[config.mk]
export PLATFORM = sky130hd
export DESIGN_NAME = imm_extend_stage_flat
export DESIGN_NICKNAME = d
export VERILOG_FILES = /design/src/rtl/imm_extend_stage_if.sv /design/src/rtl/imm_extend_stage.sv /design/src/flat_wrapper.sv
export SDC_FILE = /design/constraint.sdc
export NUM_CORES = 1
export LEC_CHECK = 0
export BUFFER_PORTS_ARGS = -buffer_cell sky130_fd_sc_hd__clkbuf_2
export CAP_MARGIN = 20
export CORE_MARGIN = 2
export CORE_UTILIZATION = 45
export DETAILED_ROUTE_END_ITERATION = 16
export PLACE_DENSITY = 0.69
export SLEW_MARGIN = 20
export SYNTH_ARGS = -nofsm -noshare
export SYNTH_HDL_FRONTEND = slang
export SYNTH_SLANG_ARGS = --single-unit
[constraint.sdc]
create_clock -name clk -period 2.1 [get_ports clk]
set_input_delay 0.21 -clock clk [delete_from_list [all_inputs] [get_ports clk]]
set_output_delay 0.21 -clock clk [all_outputs]
set_load 0.02 [all_outputs]
[src/rtl/imm_extend_stage_if.sv]
// rtl/imm_extend_stage_if.sv - valid/ready bus carrying raw immediates in and extended immediates out
interface imm_extend_stage_if #(
    parameter int IN_W  = 16,
    parameter int OUT_W = 32
);
    logic             in_valid;
    logic             in_ready;
    logic [IN_W-1:0]  in_imm;
    logic [1:0]       in_mode;
    logic             out_valid;
    logic             out_ready;
    logic [OUT_W-1:0] out_imm;
    logic [1:0]       out_mode;

    modport master (
        output in_valid, in_imm, in_mode, out_ready,
        input  in_ready, out_valid, out_imm, out_mode
    );

    modport slave (
        input  in_valid, in_imm, in_mode, out_ready,
        output in_ready, out_valid, out_imm, out_mode
    );
endinterface

[src/rtl/imm_extend_stage.sv]
// rtl/imm_extend_stage.sv - registered immediate extension with one-entry skid buffer
module imm_extend_stage #(
    parameter int IN_W  = 16,
    parameter int OUT_W = 32
) (
    input  logic                clk,
    input  logic                rst,
    input  logic                flush,
    imm_extend_stage_if.slave   bus
);
    typedef enum logic [1:0] {
        ST_EMPTY = 2'b00,
        ST_ONE   = 2'b10,
        ST_FULL  = 2'b11
    } state_t;

    state_t           state_q, state_d;
    logic [OUT_W-1:0] out_imm_q, out_imm_d;
    logic [1:0]       out_mode_q, out_mode_d;
    logic [OUT_W-1:0] skid_imm_q, skid_imm_d;
    logic [1:0]       skid_mode_q, skid_mode_d;

    logic [OUT_W-1:0] sext, zext, ext_imm;
    logic             accept, consume;

    always_comb begin
        sext              = {OUT_W{bus.in_imm[IN_W-1]}};
        sext[IN_W-1:0]    = bus.in_imm;
        zext              = '0;
        zext[IN_W-1:0]    = bus.in_imm;
        case (bus.in_mode)
            2'b00:   ext_imm = sext;
            2'b01:   ext_imm = zext;
            2'b10:   ext_imm = zext << IN_W;
            default: ext_imm = sext << 2;
        endcase
    end

    // in_ready comes only from state and rst so out_ready never reaches it combinationally
    assign bus.in_ready  = (state_q != ST_FULL) && !rst;
    assign bus.out_valid = (state_q != ST_EMPTY);
    assign bus.out_imm   = out_imm_q;
    assign bus.out_mode  = out_mode_q;

    assign accept  = bus.in_valid && bus.in_ready;
    assign consume = bus.out_valid && bus.out_ready;

    always_comb begin
        state_d     = state_q;
        out_imm_d   = out_imm_q;
        out_mode_d  = out_mode_q;
        skid_imm_d  = skid_imm_q;
        skid_mode_d = skid_mode_q;
        if (flush) begin
            state_d = ST_EMPTY;
        end else begin
            case (state_q)
                ST_EMPTY: begin
                    if (accept) begin
                        state_d    = ST_ONE;
                        out_imm_d  = ext_imm;
                        out_mode_d = bus.in_mode;
                    end
                end
                ST_ONE: begin
                    if (accept && consume) begin
                        out_imm_d  = ext_imm;
                        out_mode_d = bus.in_mode;
                    end else if (consume) begin
                        state_d = ST_EMPTY;
                    end else if (accept) begin
                        state_d     = ST_FULL;
                        skid_imm_d  = ext_imm;
                        skid_mode_d = bus.in_mode;
                    end
                end
                ST_FULL: begin
                    if (consume) begin
                        state_d    = ST_ONE;
                        out_imm_d  = skid_imm_q;
                        out_mode_d = skid_mode_q;
                    end
                end
                default: state_d = ST_EMPTY;
            endcase
        end
    end

    always_ff @(posedge clk or posedge rst) begin
        if (rst) begin
            state_q     <= ST_EMPTY;
            out_imm_q   <= '0;
            out_mode_q  <= '0;
            skid_imm_q  <= '0;
            skid_mode_q <= '0;
        end else begin
            state_q     <= state_d;
            out_imm_q   <= out_imm_d;
            out_mode_q  <= out_mode_d;
            skid_imm_q  <= skid_imm_d;
            skid_mode_q <= skid_mode_d;
        end
    end
endmodule

[src/flat_wrapper.sv]
// flat-port wrapper written by rule: the top's interface ports become plain ports
module imm_extend_stage_flat 
#(
    parameter int IN_W  = 16,
    parameter int OUT_W = 32
)
  (clk, rst, flush, bus_in_valid, bus_in_imm, bus_in_mode, bus_out_ready, bus_in_ready, bus_out_valid, bus_out_imm, bus_out_mode);
  imm_extend_stage_if #(.IN_W(IN_W), .OUT_W(OUT_W)) bus_i ();
  input  logic clk;
  input  logic rst;
  input  logic flush;
  input wire logic [$bits(bus_i.in_valid)-1:0] bus_in_valid;
  input wire logic [$bits(bus_i.in_imm)-1:0] bus_in_imm;
  input wire logic [$bits(bus_i.in_mode)-1:0] bus_in_mode;
  input wire logic [$bits(bus_i.out_ready)-1:0] bus_out_ready;
  output wire logic [$bits(bus_i.in_ready)-1:0] bus_in_ready;
  output wire logic [$bits(bus_i.out_valid)-1:0] bus_out_valid;
  output wire logic [$bits(bus_i.out_imm)-1:0] bus_out_imm;
  output wire logic [$bits(bus_i.out_mode)-1:0] bus_out_mode;
  assign bus_i.in_valid = bus_in_valid;
  assign bus_i.in_imm = bus_in_imm;
  assign bus_i.in_mode = bus_in_mode;
  assign bus_i.out_ready = bus_out_ready;
  assign bus_in_ready = bus_i.in_ready;
  assign bus_out_valid = bus_i.out_valid;
  assign bus_out_imm = bus_i.out_imm;
  assign bus_out_mode = bus_i.out_mode;
  imm_extend_stage #(.IN_W(IN_W), .OUT_W(OUT_W)) u_core (.clk(clk), .rst(rst), .flush(flush), .bus(bus_i));
endmodule
# Word level (Yosys, flattened, before mapping)
# Index checks and enable logic that the tools add are counted.
# totals
register_bits	70
input_bits	23
wordCells	48
# classes
eq_ne	12
muxes	16
bitwise_logic	3
reduce_logical	12
# op_table
op	n
$pmux 32 s3	2
$mux 32	3
$mux 2	9
$pmux 2 s3	2
$reduce_and 5->1	2
$eq 2x2->1 const B	3
$ne 2x1->1 const B	3
$ne 3x2->1 const B	2
$logic_and 1x1->1	4
$logic_not 2->1	2
$ne 4x2->1 const B	1
$reduce_and 4->1	1
$ne 3x3->1 const B	1
$not 1->1	3
$reduce_bool 3->1	1
$eq 2x1->1 const B	1
$ne 2x2->1 const B	1
$reduce_bool 2->1	1
$logic_not 1->1	1

# Logic depth before layout (Yosys ltp)
# logic_depth
ltp_word	8
mapped_depth	8
depth_no_buf	6

# Worst setup path after synthesis
# Ideal clock, no wire load.
# synth_timing
path_type	reg-to-reg
from	register u_core.state_q[0]
to	register u_core.skid_mode_q[1]
setup_time_ns	0.125
arrival_time_ns	2.082
slack_ns	-0.107
path_stages_with_launch	7
path_buffers	2
period_less_slack_ns	2.207
path_cell_list	dfrtp_1 ha_1 buf_6 or3b_4 or4b_4 buf_6 mux2_4
# synth_between
elab_chain_cells	6
elab_cells_between_ends	10
classes_between	eq/ne: 2; bitwise: 2; reduce/logical: 6
# synth_rtl
element	line	source
from (decl)	imm_extend_stage.sv:17	state_t state_q, state_d;
from (signal assigned)	imm_extend_stage.sv:97	state_q <= state_d;
$ne 2x2->1	imm_extend_stage.sv:40	assign bus.in_ready = (state_q != ST_FULL) && !rst;
$logic_and 1x1->1	imm_extend_stage.sv:40	
$logic_and 1x1->1	imm_extend_stage.sv:45	assign accept = bus.in_valid && bus.in_ready;
$logic_and 1x1->1	imm_extend_stage.sv:66	if (accept && consume) begin
$not 1->1 (no line)	-	
$reduce_and 5->1 (no line) (*)	-	
to (signal assigned)	imm_extend_stage.sv:101	skid_mode_q <= skid_mode_d;
to (decl)	imm_extend_stage.sv:21	logic [1:0] skid_mode_q, skid_mode_d;
# Every way passes the cells marked *; elsewhere a longest branch is shown, timed or not.
# A chain may end at the register's enable or synchronous reset.

# Final worst setup path
# layout_timing
from	register u_core.state_q[1]
to	register u_core.out_imm_q[18], in the netlist u_core.bus.out_imm[18]
# layout_between
elab_chain_cells	6
elab_cells_between_ends	15
classes_between	eq/ne: 6; mux: 1; reduce/logical: 8
# layout_rtl
element	line	source
$ne 2x2->1	imm_extend_stage.sv:40	
$logic_and 1x1->1	imm_extend_stage.sv:40	
$logic_and 1x1->1	imm_extend_stage.sv:45	
$logic_and 1x1->1	imm_extend_stage.sv:66	
$ne 2x1->1 (no line)	-	
$reduce_and 5->1 (no line)	-	
to (signal assigned)	imm_extend_stage.sv:98	out_imm_q <= out_imm_d;
to (decl)	imm_extend_stage.sv:18	logic [OUT_W-1:0] out_imm_q, out_imm_d;
# Several ways; a longest one is shown, not always the timed one.

==> results.yml <==
worst_hold_path:
  holdPathEnd: "u_core.skid_imm_q[0]$_DFFE_PP0P_"
  holdCritStartpoint: "bus_in_imm[0]"
  hold_depth: 3
  hold_path_class: "in2reg"
timing:
  finalSetupViolations: 0
  hold_viol_final: 0
  fmax_ghz: 0.4838
  tns_ns: 0
  slew_viol_final: 0
  relSlewSlack_pct: 28.14
  fin_ws_ns: 0.03322
  rsz0062_at_grt: "yes"
  min_period_ns: 2.067
  whs_ns: 0.1898
  fin_crit_sh_pct: 98.42
  clock_skew_ns: 0.007423
  worstMarginPinSlew_ns: 1.070
synth:
  syn_avg_cell_area_um2: 9.999
  async_flop_share_pct: 100.0
  synthMuxAreaShare_pct: 12.77
  synth_nets: 372
  syn-cell-area_um2: 3450
  ys_ff_latch: 70
  synthAdderAreaFrac_pct: 1.451
  synth_xor_area_share_pct: 0.2539
  synth_top_family_by_area: "compound AO/OA/AOI/OAI gates"
  synth-edff-count: 0
  netlist_instances: 345
  yosysWarningCount: 0
  synth-main-ff-cell: "dfrtp_1"
  synth_compound_area_share_pct: 16.76
  synth_seq_area_share_pct: 50.78
  yosys.area_share.simple_pct: 13.28
  synth_cell_types: 32
worst_setup_path:
  critical_path_arrival_ns: 2.30
  endpoint_kind: "register"
  timing.rr.start: "u_core.state_q[1]$_DFFE_PP0P_"
  r2r-end: "u_core.bus.out_imm[18]$_DFFE_PP0P_"
  startpoint_type: "register"
  worstPathRequired_ns: 2.33
  critPathKind: "reg2reg"
  crit_fanout: 10
  worst-r2r-setup-slack_ns: 0.03
  reg2regPathDepth: 6
final_layout:
  fin_cells: 509
  drive_above_1_share_pct: 33.41
  syn_to_final_growth_pct: 20.93
  utilization_pct: 56.90
  diodes: 0
  final_area_um2: 4172
  layout.nets: 433
  nFillCells: 650
route:
  via_count: 2709
  drc: 0
  routedWlPerCell_um: 15.23
  dr.pass1.iters: 5
  avgViaCountPerCell: 5.322
  first_iter_violations: 209
  ant_nets: 0
  drt_wl_total_um: 7751
placed_design:
  dp_slack_ns: -0.02128
  place.gp.congestion: 0.8177
  dpl-instance-area_um2: 3831
  dp_hpwl_um: 5164
  portBuffers: 58
  dp_cells: 486
cts:
  cts_root_buffer: "clkbuf_8"
  clock-sinks: 70
  cts_tree: "done"
  insertion_delay_ns: 0.35
  clk_path_buf_depth: 2
  htree_num_levels: 3
  numCtsBuffers: 9
  clk_pin_slew_ns: 0.07
floorplan:
  coreArea_um2: 7331
  ios: 59
  fp.dieW_um: 91.56
  rows: 31
  start_util_pct: 47.06
  die_h_um: 91.56
  die-area_um2: 8382
pwr:
  power.density_nw_per_um2: 1328
  leakage_nw: 1.907
  totalPowerFinal_mw: 5.541
  vdd_drop_max_mv: 0.6315
grt:
  grt_pass1_vias: 2557
  grt_max_degree: 71
  grt.overflow.total: 0
  grt.total_usage_pct: 19.14
  grt_first_pass_wirelength_um: 12640
  antenna_found_initial: 0
job:
  max_cap_viol_count: 0
status:
  status: "finished clean"
==> final cells by class <==
| type | count | area (µm²) | area share (%) |
|---|---|---|---|
| clock buffers | 12 | 145.1 | 3.479 |
| well taps | 99 | 123.9 | 2.969 |
| repair buffers | 75 | 493.0 | 11.82 |
| flip-flops and latches | 70 | 1752 | 41.99 |
| multi-input cells | 244 | 1614 | 38.69 |
| clock inverters | 3 | 21.27 | 0.5099 |
| inverters | 6 | 22.52 | 0.5399 |
==> state kept, by name (all words and copies together) (netlist names) <==
signal,flops
u_core.bus.out_imm,32
u_core.skid_imm_q,32
u_core.bus.out_mode,2
u_core.skid_mode_q,2
u_core.state_q,2
==> cell families after synthesis <==
logic type,Yosys count
AO/OA/AOI/OAI,101
AND/OR/NAND/NOR,99
flip-flops,70
multiplexers,39
buffers and inverters,31
adder cells (fa/ha/maj),4
XOR/XNOR,1
==> cells in the mapped netlist, types with 2 or more instances <==
| library cell | n | area, µm² |
|---|---|---|
| nand2_1 | 68 | 255.2 |
| dfrtp_1 | 70 | 1752 |
| clkbuf_1 | 16 | 60.06 |
| buf_6 | 4 | 45.04 |
| mux2_2 | 30 | 337.8 |
| o21ai_0 | 37 | 185.2 |
| o21ai_1 | 30 | 150.1 |
| inv_1 | 6 | 22.52 |
| a21oi_1 | 13 | 65.06 |
| nor2b_1 | 16 | 100.1 |
| nand2b_1 | 6 | 37.54 |
| buf_4 | 4 | 30.03 |
| a22oi_1 | 15 | 112.6 |
| a31oi_1 | 2 | 12.51 |
| ha_1 | 4 | 50.05 |
| mux2_1 | 6 | 67.56 |
| mux2i_1 | 2 | 20.02 |
| nor2_1 | 2 | 7.510 |
==> cells in the final DEF, fill, tap and decap left out, types with 2 or more instances in the layout <==
cell,count
nor2b_1,16
mux2_1,3
clkbuf_1,2
nand2_2,8
buf_8,2
ha_1,2
nand2b_1,6
a22oi_1,15
nand2_1,60
a31oi_1,2
o21ai_0,36
nor2_1,2
o21ai_1,31
mux2_4,10
clkbuf_8,10
mux2i_1,2
buf_6,2
inv_1,5
mux2_2,24
buf_4,8
a21oi_1,13
buf_12,4
clkbuf_2,58
ha_2,2
dfrtp_1,70
==> how the worst max path moves through the flow <==
| stage | start | to | slack [ns] | cells after the start |
|---|---|---|---|---|
| after floorplan | u_core.state_q[0]$_DFFE_PP0P_ | u_core.skid_mode_q[1]$_DFFE_PP0P_ | -0.08 | 6 |
| after global placement | u_core.state_q[0]$_DFFE_PP0P_ | u_core.bus.out_imm[19]$_DFFE_PP0P_ | 0.05 | 7 |
| after detailed placement | u_core.state_q[0]$_DFFE_PP0P_ | u_core.bus.out_imm[18]$_DFFE_PP0P_ | -0.02 | 5 |
| after CTS | u_core.state_q[0]$_DFFE_PP0P_ | u_core.bus.out_imm[18]$_DFFE_PP0P_ | -0.002 | 5 |
| after global routing | u_core.state_q[0]$_DFFE_PP0P_ | u_core.bus.out_imm[2]$_DFFE_PP0P_ | -0.05 | 6 |
| final | u_core.state_q[1]$_DFFE_PP0P_ | u_core.bus.out_imm[18]$_DFFE_PP0P_ | 0.03 | 6 |
==> worst max-delay path, stage by stage, from the launching register on <==
cell and delay, ns:
dfrtp_1 0.41, ha_2 0.19, or3b_4 0.42, o41ai_4 0.24, buf_4 0.19, buf_8 0.14, mux2_2 0.34
==> repair_timing <==
item	CTS	global route
cloned	0	2
setup buffers	0	5
hold endpoints to repair	70	0
hold buffers	1	0
pin swaps	0	0
setup endpoints to repair	20	67
resized for setup	2	33
==> layer usage <==
metal / vias to the layer above / share of wire, % / global-route usage (%)
met3: 12 / 5.0 / 4.647
li1: 1317 / - / -
met4: 0 / 2.2 / 8.207
met5: - / 0 / 0
met2: 70 / 46 / 28.43
met1: 1310 / 46 / 26.69
==> power by group <==
| group | leakage (nW) | switching (mW) | internal (mW) |
|---|---|---|---|
| clock | 0.0824 | 0.491 | 0.455 |
| combinational | 0.931 | 1.21 | 1.08 |
| sequential | 0.893 | 0.338 | 1.97 |
Note: power is estimated with default switching activity, not from simulation.
